`src/rtl/fft_loader_if.sv`:
```
`default_nettype none
// ============================================================================
// Module      : fft_loader_if
// Description : Sample-stream and addctrl-side signals of the FFT input
//               framing stage. The slave modport is the loader's view; the
//               master modport is the view of the surrounding logic (sample
//               source, addctrl, status consumers).
// Revision    : 1.0 - initial release
// ============================================================================
interface fft_loader_if #(
    parameter int BIT_WIDTH = 16,
    parameter int N         = 9
);
    logic                   sample_valid;
    logic [BIT_WIDTH-1:0]   sample_in;
    logic                   fft_done;
    logic                   fft_load;
    logic [N-1:0]           add_rd;
    logic [2*BIT_WIDTH-1:0] wr_data;
    logic                   fft_start;
    logic                   busy;
    logic                   overrun;
    logic [7:0]             drop_cnt;

    modport master (
        output sample_valid,
        output sample_in,
        output fft_done,
        input  fft_load,
        input  add_rd,
        input  wr_data,
        input  fft_start,
        input  busy,
        input  overrun,
        input  drop_cnt
    );

    modport slave (
        input  sample_valid,
        input  sample_in,
        input  fft_done,
        output fft_load,
        output add_rd,
        output wr_data,
        output fft_start,
        output busy,
        output overrun,
        output drop_cnt
    );
endinterface
`default_nettype wire

```
`src/rtl/fft_loader.sv`:
```
`default_nettype none
// ============================================================================
// Module      : fft_loader
// Description : Input framing stage ahead of addctrl. Writes 2^N samples into
//               RAM0 in natural order, pulses fft_start when the frame is
//               complete, then refuses input until fft_done. Refused samples
//               are reported with an overrun pulse and a saturating counter.
// Revision    : 1.0 - initial release
// ============================================================================
module fft_loader #(
    parameter int BIT_WIDTH = 16,
    parameter int N         = 9,
    parameter int SIGNED_IN = 1
) (
    input  wire logic    clk,
    input  wire logic    reset,
    fft_loader_if.slave  bus
);

    typedef enum logic [1:0] {
        ST_LOAD  = 2'd0,
        ST_START = 2'd1,
        ST_WAIT  = 2'd2
    } state_t;

    localparam logic [N-1:0] c_last_addr = {N{1'b1}};
    localparam logic [7:0]   c_drop_max  = 8'hFF;

    state_t                 r_state;
    state_t                 w_state_next;
    logic [N-1:0]           r_cnt;
    logic [N-1:0]           w_cnt_next;

    logic                   r_fft_load;
    logic                   w_fft_load_next;
    logic [N-1:0]           r_add_rd;
    logic [N-1:0]           w_add_rd_next;
    logic [2*BIT_WIDTH-1:0] r_wr_data;
    logic [2*BIT_WIDTH-1:0] w_wr_data_next;
    logic                   r_fft_start;
    logic                   w_fft_start_next;
    logic                   r_busy;
    logic                   w_busy_next;
    logic                   r_overrun;
    logic                   w_overrun_next;
    logic [7:0]             r_drop_cnt;
    logic [7:0]             w_drop_cnt_next;

    logic [BIT_WIDTH-1:0]   w_sample_conv;

    // Sample format: two's complement passes through, offset binary gets its MSB flipped
    generate
        if (SIGNED_IN != 0) begin : g_signed
            assign w_sample_conv = bus.sample_in;
        end else begin : g_offset
            assign w_sample_conv = {~bus.sample_in[BIT_WIDTH-1], bus.sample_in[BIT_WIDTH-2:0]};
        end
    endgenerate

    // Next-state and next-output decode; every output is registered one cycle later
    always_comb begin
        w_state_next     = r_state;
        w_cnt_next       = r_cnt;
        w_fft_load_next  = 1'b0;
        w_add_rd_next    = r_add_rd;
        w_wr_data_next   = r_wr_data;
        w_fft_start_next = 1'b0;
        w_overrun_next   = 1'b0;
        w_drop_cnt_next  = r_drop_cnt;

        case (r_state)
            ST_LOAD: begin
                // fft_done is meaningless here and deliberately ignored
                if (bus.sample_valid) begin
                    w_fft_load_next = 1'b1;
                    w_add_rd_next   = r_cnt;
                    w_wr_data_next  = {w_sample_conv, {BIT_WIDTH{1'b0}}};
                    if (r_cnt == c_last_addr) begin
                        w_cnt_next   = '0;
                        w_state_next = ST_START;
                    end else begin
                        w_cnt_next   = r_cnt + N'(1);
                    end
                end
            end
            ST_START: begin
                w_fft_start_next = 1'b1;
                w_state_next     = ST_WAIT;
            end
            ST_WAIT: begin
                // A sample coinciding with fft_done is still dropped below
                if (bus.fft_done) begin
                    w_state_next = ST_LOAD;
                end
            end
            default: begin
                w_state_next = ST_LOAD;
                w_cnt_next   = '0;
            end
        endcase

        // Any strobe outside LOAD is discarded and accounted for
        if ((r_state != ST_LOAD) && bus.sample_valid) begin
            w_overrun_next = 1'b1;
            if (r_drop_cnt != c_drop_max) begin
                w_drop_cnt_next = r_drop_cnt + 8'd1;
            end
        end

        // busy tracks the state the FSM is entering so it lines up with START/WAIT
        w_busy_next = (w_state_next != ST_LOAD);
    end

    // State, frame counter and registered outputs
    always_ff @(posedge clk) begin
        if (reset) begin
            r_state     <= ST_LOAD;
            r_cnt       <= '0;
            r_fft_load  <= 1'b0;
            r_add_rd    <= '0;
            r_wr_data   <= '0;
            r_fft_start <= 1'b0;
            r_busy      <= 1'b0;
            r_overrun   <= 1'b0;
            r_drop_cnt  <= '0;
        end else begin
            r_state     <= w_state_next;
            r_cnt       <= w_cnt_next;
            r_fft_load  <= w_fft_load_next;
            r_add_rd    <= w_add_rd_next;
            r_wr_data   <= w_wr_data_next;
            r_fft_start <= w_fft_start_next;
            r_busy      <= w_busy_next;
            r_overrun   <= w_overrun_next;
            r_drop_cnt  <= w_drop_cnt_next;
        end
    end

    assign bus.fft_load  = r_fft_load;
    assign bus.add_rd    = r_add_rd;
    assign bus.wr_data   = r_wr_data;
    assign bus.fft_start = r_fft_start;
    assign bus.busy      = r_busy;
    assign bus.overrun   = r_overrun;
    assign bus.drop_cnt  = r_drop_cnt;

endmodule
`default_nettype wire

```
`src/flat_wrapper.sv`:
```
// flat-port wrapper written by rule: the top's interface ports become plain ports
module fft_loader_flat 
#(
    parameter int BIT_WIDTH = 16,
    parameter int N         = 9,
    parameter int SIGNED_IN = 1
)
  (clk, reset, bus_sample_valid, bus_sample_in, bus_fft_done, bus_fft_load, bus_add_rd, bus_wr_data, bus_fft_start, bus_busy, bus_overrun, bus_drop_cnt);
  fft_loader_if #(.BIT_WIDTH(BIT_WIDTH), .N(N)) bus_i ();
  input  wire logic clk;
  input  wire logic reset;
  input wire logic [$bits(bus_i.sample_valid)-1:0] bus_sample_valid;
  input wire logic [$bits(bus_i.sample_in)-1:0] bus_sample_in;
  input wire logic [$bits(bus_i.fft_done)-1:0] bus_fft_done;
  output wire logic [$bits(bus_i.fft_load)-1:0] bus_fft_load;
  output wire logic [$bits(bus_i.add_rd)-1:0] bus_add_rd;
  output wire logic [$bits(bus_i.wr_data)-1:0] bus_wr_data;
  output wire logic [$bits(bus_i.fft_start)-1:0] bus_fft_start;
  output wire logic [$bits(bus_i.busy)-1:0] bus_busy;
  output wire logic [$bits(bus_i.overrun)-1:0] bus_overrun;
  output wire logic [$bits(bus_i.drop_cnt)-1:0] bus_drop_cnt;
  assign bus_i.sample_valid = bus_sample_valid;
  assign bus_i.sample_in = bus_sample_in;
  assign bus_i.fft_done = bus_fft_done;
  assign bus_fft_load = bus_i.fft_load;
  assign bus_add_rd = bus_i.add_rd;
  assign bus_wr_data = bus_i.wr_data;
  assign bus_fft_start = bus_i.fft_start;
  assign bus_busy = bus_i.busy;
  assign bus_overrun = bus_i.overrun;
  assign bus_drop_cnt = bus_i.drop_cnt;
  fft_loader #(.BIT_WIDTH(BIT_WIDTH), .N(N), .SIGNED_IN(SIGNED_IN)) u_core (.clk(clk), .reset(reset), .bus(bus_i));
endmodule
```
`config.mk`:
```
export PLATFORM = sky130hd
export DESIGN_NAME = fft_loader_flat
export DESIGN_NICKNAME = d
export VERILOG_FILES = /design/src/rtl/fft_loader_if.sv /design/src/rtl/fft_loader.sv /design/src/flat_wrapper.sv
export SDC_FILE = /design/constraint.sdc
export NUM_CORES = 1
export LEC_CHECK = 0
export BUFFER_PORTS_ARGS = -buffer_cell sky130_fd_sc_hd__buf_2
export CAP_MARGIN = 30
export CORE_MARGIN = 4
export CORE_UTILIZATION = 25
export DETAILED_ROUTE_END_ITERATION = 7
export GPL_ROUTABILITY_DRIVEN = 0
export GPL_TIMING_DRIVEN = 1
export PLACE_DENSITY = 0.49
export SKIP_CTS_REPAIR_TIMING = 1
export SLEW_MARGIN = 0
export SYNTH_ARGS = -nofsm -noshare
export SYNTH_HDL_FRONTEND = slang
export SYNTH_SLANG_ARGS = --single-unit
```
`constraint.sdc`:
```
create_clock -name clk -period 2 [get_ports clk]
set_input_delay 0.6 -clock clk [delete_from_list [all_inputs] [get_ports clk]]
set_output_delay 0.6 -clock clk [all_outputs]
set_load 0.05 [all_outputs]
```
==> results by group, run 1 <==
Outcome
  • Status: finished, final reports clean

Setup path
  • FF-to-FF setup slack: 160 ps
  • Worst path arrival time: 2070 ps
  • WP data required: 2230 ps
  • CP Max Fanout: 6
  • Crit-path cells: ha_1, nand2_1, nor3_1, ha_1, a21boi_0, o21ai_1, buf_4, a21oi_1
  • CP max-delay cell: a21boi_0
  • CP bufs+invs: 1
  • Top delay family on crit path: compound AO/OA/AOI/OAI gates
  • Setup crit end kind: flop
  • CP most frequent cell: ha_1
  • Startpoint Class: flop
  • CP peak stage delay: 400 ps
  • Critical path type: reg2reg

Drt
  • Routed vias/inst: 4.46
  • First DRT Iteration DRCs: 65
  • 1st-pass router iterations: 5
  • Final ANT Viol Nets: 0
  • Vias: 1869
  • Drt total wl: 4.97 mm
  • Drt wl/cell: 11.9 um
  • Remaining routing DRC violations: 0

Synthesis
  • Largest area contributor in the netlist: dfxtp_1
  • Synthesized area: 2170 um2
  • Largest family of logic cells by synthesized area: simple AND/OR/NAND/NOR gates
  • Yosys warnings: 0
  • Cells after Synth: 258
  • Multiplexer share of the synthesized area: 2.94%
  • Top-area cell type share of the netlist area: 44.3%
  • Post-synthesis adder-cell area fraction: 4.04%
  • Ys flop type: dfxtp_1
  • Post-synthesis xor/xnor area fraction: 0%
  • EDFF count, synth: 0
  • Synth Area in Compound Gates: 15.5%
  • Synth area leaders: dfxtp_1, nand2_1, a21oi_1
  • Post-synthesis simple-gate area fraction: 22.7%
  • Mean Syn Cell Area: 8.41 um2
  • Proportion of synthesized chip area in sequential cells: 44.3%
  • Post-synth ARST share: 0%
  • Netlist cell types: 40
  • Synth Register Bits: 48

Power and ir drop
  • Lkg Pwr: 0.00110 uW
  • PD cells: 724 nW/um2
  • Worst vdd ir: 280 uV

Global routing
  • Global-route wire length before repair: 7.88 mm
  • Antenna violations before repair: 0
  • Number of global-route vias before repair: 1699
  • Grt total ovfl: 0
  • Global-route usage over all layers: 9.37%
  • Largest net degree at the start of global routing: 27

Place
  • Final HPWL DP: 3.55 mm
  • IO buf count: 56
  • Placement Cell Area: 2490 um2

Cells and area
  • Fillers: 935
  • Commonest non-fill, non-tap cell in the layout: nand2_1
  • Post-Layout Inst Area: 2580 um2
  • Layout Area Growth over Synthesis: 19.1%
  • FF/Latch Area: 961 um2
  • Area of the multi-input gates: 1040 um2
  • NumNets Final: 340
  • Commonest cells after routing, fill and taps aside: nand2_1, buf_2, dfxtp_1
  • Diode count: 0
  • Layout cells sized above 1: 23.9%

Clocking
  • CTS Sinks: 48
  • Worst-path clk slew: 90 ps
  • Clk Latency, worst-skew pair: 300 ps
  • Cts bufs inserted: 5
  • Clk buf depth: 2
  • Clk root buf: clkbuf_8
  • CTS tree: done
  • Htree depth: 2

Floorplanning
  • Die H: 101 um
  • Die Area: 10200 um2
  • Total core area: 8340 um2
  • Num rows: 33
  • Initial Util: 26.0%
  • Die extent in x: 101 um
  • # IOs: 73

Timing
  • Final Hold Fails: 0
  • Setup Total Neg Slack: 0 ps
  • Fin crit share: 92.0%
  • Final Slew Violations: 0
  • Clock Skews: 7.72 ps
  • Post-layout min period: 1840 ps
  • Fmax: 543 MHz
  • RSZ-0062 raised after global routing: no
  • Setup-failing EPs final: 0

Hold path
  • Worst hold path class: reg2reg

Run
  • Max Cap Viol: 0
cell families after synthesis:
family / Yosys count
other: 1
AOI/OAI and AO/OA: 58
muxes: 6
adders and majority gates: 7
DFF: 48
buffers and inverters: 37
and+or+nand+nor: 101
final cells by class:
class,instances,area share [%]
clock buffers,6,3.20
clock inverters,2,0.533
inverters,8,1.16
multi-input cells,188,40.2
flip-flops and latches,48,37.2
well taps,105,5.08
repair buffers,62,12.6
worst register-to-register path: stages, from the launching register on:
cell and delay [ps]:
dfxtp_1 370, ha_1 250, nand2_1 120, nor3_1 60
ha_1 210, a21boi_0 400, o21ai_1 100, buf_4 170
a21oi_1 110
where the power goes:
part           internal (uW)  leakage (uW)  switching (uW)
registers                978      0.000390            12.4
logic                   54.6      0.000657             207
clock network            283     0.0000516             336
layer usage:
layer / GRT usage [%] / vias up / share of wire (%)
li1: - / 954 / -
met1: 12.6 / 854 / 46
met2: 14.8 / 56 / 45
met3: 2.55 / 5 / 7.8
met4: 2.45 / 0 / 0.87
met5: 0 / - / 0
cell usage after synthesis (3+ instances only):
master / number
or4_1: 5
ha_1: 7
a211oi_1: 3
nor3_1: 3
buf_4: 18
mux2_2: 3
nor2_1: 9
buf_2: 3
a21oi_1: 35
nand4b_1: 4
o21ai_0: 5
o31ai_1: 5
nand2_1: 57
nand3_1: 4
clkbuf_1: 5
inv_1: 8
dfxtp_1: 48
mux2i_1: 3
nor2b_1: 4
registers in the layout, summed over array words and instances, names as in the netlist, 2 cells and up:
register,cells
u_core.r_state,2
u_core.bus.wr_data,16
u_core.r_cnt,9
u_core.bus.add_rd,9
u_core.bus.drop_cnt,8
stage by stage:
| step | std cells | utilization [%] | power, uW | setup slack, ps | hold slack (ps) |
|---|---|---|---|---|---|
| floorplan | 273 | - | 1240 | 326 | 445 |
| global placement | 411 | 29.8 | 1280 | 225 | 439 |
| detailed placement | 411 | 29.8 | 1280 | 188 | 444 |
| CTS | 419 | 31.0 | 1910 | 162 | 457 |
| global route | 419 | 31.0 | 1960 | 7.68 | 477 |
| finish | 419 | 31.0 | 1870 | 159 | 454 |
path summary, 6_finish.rpt:
| check | start | cells after the start | to |
|---|---|---|---|
| max | u_core.r_cnt[0] | 8 | u_core.r_cnt[3] |
| min | u_core.bus.wr_data[16] | 2 | u_core.bus.wr_data[16] |
| max reg2reg | u_core.r_cnt[0] | 8 | u_core.r_cnt[3] |
| min reg2reg | u_core.bus.wr_data[16] | 2 | u_core.bus.wr_data[16] |
No activity file was read; power rests on OpenSTA's default activity.
==> run 2, diff against run 1 <==
--- a/config.mk
+++ b/config.mk
@@ -13,6 +13,7 @@
 export GPL_ROUTABILITY_DRIVEN = 0
 export GPL_TIMING_DRIVEN = 1
 export PLACE_DENSITY = 0.49
+export RECOVER_POWER = 50
 export SKIP_CTS_REPAIR_TIMING = 1
 export SLEW_MARGIN = 0
 export SYNTH_ARGS = -nofsm -noshare
==> run 2 against run 1 <==
Compared with the run above: sequential share of layout area up 0.59 points; sequential power barely moved; maximum frequency is 0.13% higher; combinational power down 3%; global-route usage unchanged; first-iteration DRC count decreased by 28%; register-to-register slack barely moved; design area fell by 1.5%; critical path type unchanged; largest cell class unchanged.
==> results by group, run 2 (synthesized netlist as in run 1, its figures left out) <==
Clocking
  • Clk buf depth: 2
  • Clk root buf: clkbuf_8
  • Clk Latency, worst-skew pair: 300 ps
  • Worst-path clk slew: 90 ps
  • Htree depth: 2
  • Cts bufs inserted: 5
  • CTS Sinks: 48
  • CTS tree: done

Floorplanning
  • Num rows: 33
  • Initial Util: 26.0%
  • Die extent in x: 101 um
  • Die H: 101 um
  • # IOs: 73
  • Die Area: 10200 um2
  • Total core area: 8340 um2

Drt
  • Remaining routing DRC violations: 0
  • Drt total wl: 4.98 mm
  • Vias: 1869
  • 1st-pass router iterations: 4
  • Final ANT Viol Nets: 0
  • Routed vias/inst: 4.46
  • First DRT Iteration DRCs: 47
  • Drt wl/cell: 11.9 um

Global routing
  • Met1 Use GR: 12.6%
  • Grt total ovfl: 0
  • Antenna violations before repair: 0
  • Number of global-route vias before repair: 1699
  • Largest net degree at the start of global routing: 27
  • Met2 usage: 14.8%
  • Top Usage Layer GRT: met2
  • Global-route wire length before repair: 7.88 mm
  • Global-route usage over all layers: 9.37%
  • GR Layer Usage met3: 2.55%

Setup path
  • Startpoint Class: flop
  • Setup crit end kind: flop
  • FF-to-FF setup slack: 160 ps
  • Critical path type: reg2reg
  • CP bufs+invs: 1
  • CP peak stage delay: 490 ps
  • Top delay family on crit path: simple AND/OR/NAND/NOR gates
  • CP Max Fanout: 18
  • Worst path arrival time: 2070 ps
  • CP max-delay cell: ha_1
  • WP depth: 5
  • Worst Reg-to-Reg Cells: 5
  • WP data required: 2240 ps
  • Crit-path cells: inv_1, ha_1, nand4b_1, or4_1, a21oi_1

Cells and area
  • Final std cells w/o fill: 419
  • Post-Layout Inst Area: 2540 um2
  • Max FFs per register: 16
  • Commonest cells after routing, fill and taps aside: nand2_1, dfxtp_1, a21oi_1
  • Layout Area Growth over Synthesis: 17.2%
  • Layout cells sized above 1: 14.3%
  • NumNets Final: 340
  • Fillers: 939
  • Diode count: 0
  • Commonest non-fill, non-tap cell in the layout: nand2_1

Place
  • Placement Cell Area: 2490 um2
  • Final HPWL DP: 3.55 mm
  • Post-Place Worst Slack: 188 ps
  • Cells after DPL: 411
  • IO buf count: 56

Power and ir drop
  • Psw: 556 uW
  • Clock power frac: 33.2%
  • PD cells: 733 nW/um2
  • Worst vdd ir: 278 uV
  • Cell Int Power: 1310 uW
  • Lkg Pwr: 0.000975 uW
  • Seq pwr share: 53.1%
  • Sw Share: 29.8%
  • Combinational power share: 13.7%
  • Total power: 1870 uW

Hold path
  • Worst hold path class: reg2reg
  • Hold-critical path depth: 2

Timing
  • Setup Total Neg Slack: 0 ps
  • Post-layout min period: 1840 ps
  • Clock Skews: 6.75 ps
  • Worst slew margin: 58.5%
  • Final Hold Fails: 0
  • Fin crit share: 91.9%
  • Worst Tran Pin Value: 625 ps
  • Worst setup margin: 162 ps
  • Fmax: 544 MHz
  • Setup-failing EPs final: 0
  • RSZ-0062 raised after global routing: no
  • Final Slew Violations: 0

Run
  • Max Cap Viol: 0

Outcome
  • Status: finished, final reports clean
[run 2: cell type report]
| cell class | instances | area [um2] | share of cell area, % |
|---|---|---|---|
| clock inverter | 2 | 13.8 | 0.541 |
| inverter | 8 | 30.0 | 1.18 |
| sequential | 48 | 961 | 37.8 |
| timing repair buffer | 62 | 285 | 11.2 |
| clock buffer | 6 | 82.6 | 3.25 |
| tap | 105 | 131 | 5.16 |
| multi-input combinational | 188 | 1040 | 40.9 |
[run 2: per-stage QoR]
step           hold slack (ps)  util [%]
2_1_floorplan              445         -
3_5_place_dp               444      29.8
3_3_place_gp               439      29.8
6_report                   457      30.5
4_1_cts                    457      31.0
5_1_grt                    478      30.5
[run 2: final timing paths]
path	from	end
worst min register to register	u_core.bus.add_rd[3]	u_core.bus.add_rd[3]
worst max register to register	u_core.r_state[0]	u_core.r_cnt[5]
worst max-delay path	u_core.r_state[0]	u_core.r_cnt[5]
worst min-delay path	u_core.bus.add_rd[3]	u_core.bus.add_rd[3]
[run 2: power groups by stage]
| stage | clock (uW) | sequential [uW] | combinational [uW] |
|---|---|---|---|
| 6_report | 619 | 991 | 255 |
| 5_1_grt | 679 | 995 | 276 |
| 4_1_cts | 652 | 991 | 264 |
| 3_5_place_dp | 0 | 1010 | 264 |
| 3_3_place_gp | 0 | 1010 | 263 |
| 2_1_floorplan | 0 | 1080 | 156 |
[run 2: worst reg2reg max path, stage by stage (launching register included)]
cell      delay, ps
dfxtp_1         380
inv_1            80
ha_1            490
nand4b_1        280
or4_1           410
a21oi_1         140
[run 2: layer usage]
metal | vias up | part of all wire, % | wire (um)
met5 | - | 0 | 0
met4 | 0 | 0.86 | 43
met3 | 5 | 8.1 | 403
met2 | 55 | 44 | 2210
met1 | 855 | 47 | 2320
li1 | 954 | - | -
